File: src/rtl/useq_ctrl.sv
// Microprogram sequencer: picks the next microaddress from the current sequencing
// fields, condition flags, a writable opcode dispatch map and a call/return stack.
module useq_ctrl #(
    parameter int AW         = 5,
    parameter int OPW        = 8,
    parameter int NCOND      = 4,
    parameter int DEPTH      = 4,
    parameter int RESET_ADDR = 0,
    parameter int SELW       = (NCOND > 1) ? $clog2(NCOND) : 1,
    parameter int SPW        = $clog2(DEPTH + 1)
) (
    input  logic             clk,
    input  logic             reset,
    input  logic             stall,
    input  logic [OPW-1:0]   op,
    input  logic [NCOND-1:0] cond,
    input  logic [2:0]       seq_op,
    input  logic [SELW-1:0]  seq_sel,
    input  logic [AW-1:0]    seq_naddr,
    input  logic             map_we,
    input  logic [OPW-1:0]   map_waddr,
    input  logic [AW-1:0]    map_wdata,
    output logic [AW-1:0]    upc,
    output logic [SPW-1:0]   sp,
    output logic             err
);

    localparam int          NMAP  = 2 ** OPW;
    localparam logic [AW-1:0]  RST_A  = AW'(RESET_ADDR);
    localparam logic [SPW-1:0] SP_FULL = SPW'(DEPTH);

    typedef enum logic [2:0] {
        SEQ_NEXT = 3'd0,
        SEQ_JUMP = 3'd1,
        SEQ_BT   = 3'd2,
        SEQ_BF   = 3'd3,
        SEQ_MAP  = 3'd4,
        SEQ_CALL = 3'd5,
        SEQ_RET  = 3'd6,
        SEQ_WAIT = 3'd7
    } seq_op_e;

    logic [AW-1:0]  upc_r;
    logic [SPW-1:0] sp_r;
    logic           err_r;
    logic [AW-1:0]  map_r   [NMAP];
    logic [AW-1:0]  stack_r [DEPTH];

    logic [AW-1:0]  inc_s;
    logic [AW-1:0]  next_s;
    logic [AW-1:0]  top_s;
    logic           c_s;
    logic           push_s;
    logic           pop_s;
    logic           err_set_s;

    assign inc_s = upc_r + AW'(1);

    // Condition select; an out-of-range selector reads as 0.
    always_comb begin
        c_s = 1'b0;
        for (int i = 0; i < NCOND; i++) begin
            c_s = c_s | (cond[i] & (seq_sel == SELW'(i)));
        end
    end

    // Top-of-stack read, entry sp-1.
    always_comb begin
        top_s = {AW{1'b0}};
        for (int i = 0; i < DEPTH; i++) begin
            top_s = (sp_r == SPW'(i + 1)) ? stack_r[i] : top_s;
        end
    end

    // Next-address selection and stack control for the current microinstruction.
    always_comb begin
        next_s    = inc_s;
        push_s    = 1'b0;
        pop_s     = 1'b0;
        err_set_s = 1'b0;
        case (seq_op_e'(seq_op))
            SEQ_NEXT: next_s = inc_s;
            SEQ_JUMP: next_s = seq_naddr;
            SEQ_BT:   next_s = c_s ? seq_naddr : inc_s;
            SEQ_BF:   next_s = c_s ? inc_s : seq_naddr;
            SEQ_MAP:  next_s = map_r[op];
            SEQ_CALL: begin
                next_s = seq_naddr;
                if (sp_r == SP_FULL) begin
                    err_set_s = 1'b1;
                end else begin
                    push_s = 1'b1;
                end
            end
            SEQ_RET: begin
                if (sp_r == {SPW{1'b0}}) begin
                    next_s    = RST_A;
                    err_set_s = 1'b1;
                end else begin
                    next_s = top_s;
                    pop_s  = 1'b1;
                end
            end
            SEQ_WAIT: next_s = c_s ? inc_s : upc_r;
            default:  next_s = inc_s;
        endcase
    end

    // Microprogram counter, occupancy, sticky error and dispatch map.
    always_ff @(posedge clk) begin
        if (reset) begin
            upc_r <= RST_A;
            sp_r  <= {SPW{1'b0}};
            err_r <= 1'b0;
            for (int i = 0; i < NMAP; i++) begin
                map_r[i] <= {AW{1'b0}};
            end
        end else begin
            if (map_we) begin
                map_r[map_waddr] <= map_wdata;
            end
            if (!stall) begin
                upc_r <= next_s;
                err_r <= err_r | err_set_s;
                if (push_s) begin
                    sp_r <= sp_r + SPW'(1);
                end else if (pop_s) begin
                    sp_r <= sp_r - SPW'(1);
                end
            end
        end
    end

    // Return-address storage; contents are don't-care after reset.
    always_ff @(posedge clk) begin
        for (int i = 0; i < DEPTH; i++) begin
            if (!reset && !stall && push_s && (sp_r == SPW'(i))) begin
                stack_r[i] <= inc_s;
            end
        end
    end

    assign upc = upc_r;
    assign sp  = sp_r;
    assign err = err_r;

endmodule

File: config.mk
export PLATFORM = sky130hd
export DESIGN_NAME = useq_ctrl
export DESIGN_NICKNAME = d
export VERILOG_FILES = /design/src/rtl/useq_ctrl.sv
export SDC_FILE = /design/constraint.sdc
export NUM_CORES = 2
export LEC_CHECK = 0
export CORE_MARGIN = 4
export CORE_UTILIZATION = 45
export DETAILED_ROUTE_END_ITERATION = 6
export PLACE_DENSITY = 0.66
export SYNTH_ARGS = -nofsm -noshare
export SYNTH_HDL_FRONTEND = slang
export SYNTH_SLANG_ARGS = --single-unit
File: constraint.sdc
create_clock -name clk -period 7.3 [get_ports clk]
set_input_delay 1.46 -clock clk [delete_from_list [all_inputs] [get_ports clk]]
set_output_delay 1.46 -clock clk [all_outputs]
set_load 0.01 [all_outputs]
==> flow_summary.toml <==
[pwr]
p_leak_nw = 26.69
cellPowerDensity_mw_per_mm2 = 250.0
design_power_total_mw = 17.10
switching_part_of_the_total_power = 0.2342
clock_power_share = 0.410
p_seq_frac = 0.511
power_switching_mw = 4.006
ir_drop_v = 0.0002391
power.share.combinational = 0.079
p_int_mw = 13.10

[die]
floorplan.rows = 136
die_w_um = 380.9
top_level_ports = 48
floorplan.die_area_mm2 = 0.1451
die_height_um = 380.9
area_of_the_placeable_core_mm2 = 0.1378
start_util = 0.4539

[layout]
instances_no_fill = 6206
flow.area_growth_from_synthesis_pct = 9.360
regArea_mm2 = 0.03922
layout_commonest_cell = "edfxtp_1"
multi_input_area_mm2 = 0.02111
drive_gt1_frac = 0.1522
num-nets-final = 4348
fillers = 11430
layout_common_cells = "1300 x edfxtp_1, 1097 x and3_1, 517 x nand2_1"

[worst_setup_path]
reg2reg_setup_slack_ps = 4310
worst_path_max_delay_cell = "clkdlybuf4s50_1"
worstPathBufferInverterCount = 2
critPathRequiredTime_ps = 7690
critPathMaxStageDelay_ps = 990
critical-path-top-delay-family = "buffers and inverters"
critical_path.max_fanout = 61
worstSetupPathType = "input pin to flip-flop"
critical_path.startpoint_type = "input pin"
worstPathArrival_ps = 4860
worstPathCellList = "clkdlybuf4s50_1 > nand2_1 > nor3_2 > buf_4 > nand3_1 > o21ai_0"
crit_path_end_kind = "flip-flop"

[drt]
totalWireLength_um = 179000
route.detailed.vias_per_inst = 6.390
wl_per_cell_um = 28.84
vias = 39660
drt.antenna.violating_nets = 0
detail_route.iter0.violations = 5859
detail_route.drc_violations = 0
dr.pass1.iters = 7

[synth]
synth_sequential_area_ratio = 0.6269
mappedNetlistArea_mm2 = 0.06256
postSynth.asyncResetShare = 0
netlist-cell-type-count = 67
syn_nets = 4645
synth_seq_cells = 1309
yosys_warnings = 0
postSynthAreaPerCell_um2 = 13.60
postSynthCellCount = 4599
synth_top_flop_cell = "edfxtp_1"
synth_edf_count = 1300

[placement]
place.port_buffers = 47
detailed_place_hpwl_um = 106100
final_estimated_routing_congestion_in_global_placement = 0.8505
placedCellCount = 5953

[clocking]
clock-root-buffer = "clkbuf_16"
cts_num_sinks = 1309
cts.reportedPaths.clkPinSlew_ps = 60
hold_buffers = 0
number_of_buffers_added_by_the_clock_tree_synthesis_step = 141
ctsLongestPathBuffers = 3
cts.repair_timing.setup_buffer_count = 0
cts_tree = "built"
h-tree-depth = 4
post_cts_resized = 0
clock_latency_ps = 780

[sta]
max_slew.worst_pin.slew_ps = 1325
rsz0062_at_grt = "false"
worst_clock_skew_ps = 28.63
slew_violations = 0
period_share = 0.6120
finalHoldViolations = 0
setup_tns_ps = 0
setup-violations-final = 0
layout_min_cycle_time_ps = 4468
max_freq_mhz = 223.8
timing.slew.headroom = 0.1169

[global_routing]
grt_pass1_wl_um = 264500
grt_residual_overflow = 0
vias_in_the_first_global_route = 38240
grt_start_max_net_pins = 177
grt_antenna_before_repair = 5
groute.usage.overall = 0.2431

[status]
status = "finished, final reports clean"

[hold_path]
worst_hold_path_type = "flip-flop to flip-flop"

[job]
maxCapViolations = 0
-- per-layer routing --
metal / GRT usage / share of wire
met3: 0.04863 / 0.11
met4: 0.08127 / 0.034
met5: 0 / 0.000084
met1: 0.3450 / 0.39
met2: 0.3782 / 0.47
-- synthesized netlist by cell type, drive strengths merged, types with 25 or more instances --
cell    number  area (um^2)
edfxtp    1300        39040
and3      1097         6863
nand2      518         1944
clkbuf     493         1851
mux4       311         7012
and2       193         1207
nor2        95        356.6
buf         86        600.6
a22oi       81        608.1
o21ai       60        300.3
mux2i       50        500.5
a21oi       36        180.2
nor3        27        135.1
nand3       25        125.1
-- worst paths after layout --
check	startpoint	endpoint	depth (start not counted)
worst max-delay path	map_waddr[4]	map_r[63][4]	6
worst min-delay path	err	err	2
worst max register to register	map_r[11][1]	upc[1]	7
worst min register to register	err	err	2
-- final cells by class --
class	instances	share of cell area
inverters	10	0.0006584
clock buffers	171	0.05521
well taps	1794	0.03281
diodes	2	0.00007315
clock inverters	80	0.009638
flip-flops and latches	1309	0.5732
multi-input cells	2701	0.3085
repair buffers	139	0.01982
-- power by group through the flow --
stage | clock network, mW | registers (mW) | logic (mW)
2_1_floorplan | 0 | 8.83 | 0.840
3_3_place_gp | 0 | 8.88 | 1.32
3_5_place_dp | 0 | 8.89 | 1.33
4_1_cts | 7.07 | 8.74 | 1.33
5_1_grt | 7.39 | 8.77 | 1.40
6_report | 7.02 | 8.74 | 1.35
-- sequential cells by signal, summed over array words and instances, names as in the netlist --
register / flops
stack_r: 20
upc: 5
map_r: 1280
err: 1
sp: 3
-- cells by family after synthesis --
logic type,after synthesis,synth area share
AND/OR/NAND/NOR,2033,0.1779
flip-flops,1309,0.6269
adder cells (fa/ha/maj),7,0.001400
XOR/XNOR,6,0.0008400
buffers and inverters,589,0.03978
AO/OA/AOI/OAI,286,0.03162
multiplexers,369,0.1215
-- per-stage QoR --
step / hold slack [ps] / utilization / cell area [um^2] / setup slack (ps)
4_1_cts: 473.7 / 0.4963 / 68400 / 2738
3_3_place_gp: 449.0 / 0.4638 / 63920 / 1706
3_5_place_dp: 455.9 / 0.4641 / 63970 / 1934
5_1_grt: 518.7 / 0.4963 / 68410 / 2569
6_report: 467.5 / 0.4964 / 68410 / 2832
2_1_floorplan: 502.9 / - / 62560 / 3708
-- tightest hold or removal path: cells and delay by family (launching register included) --
kind / cells / cell delay [ps]
and+or+nand+nor: 1 / 70
DFF: 1 / 330
AOI/OAI and AO/OA: 1 / 40
(Power assumes the default switching activity.)
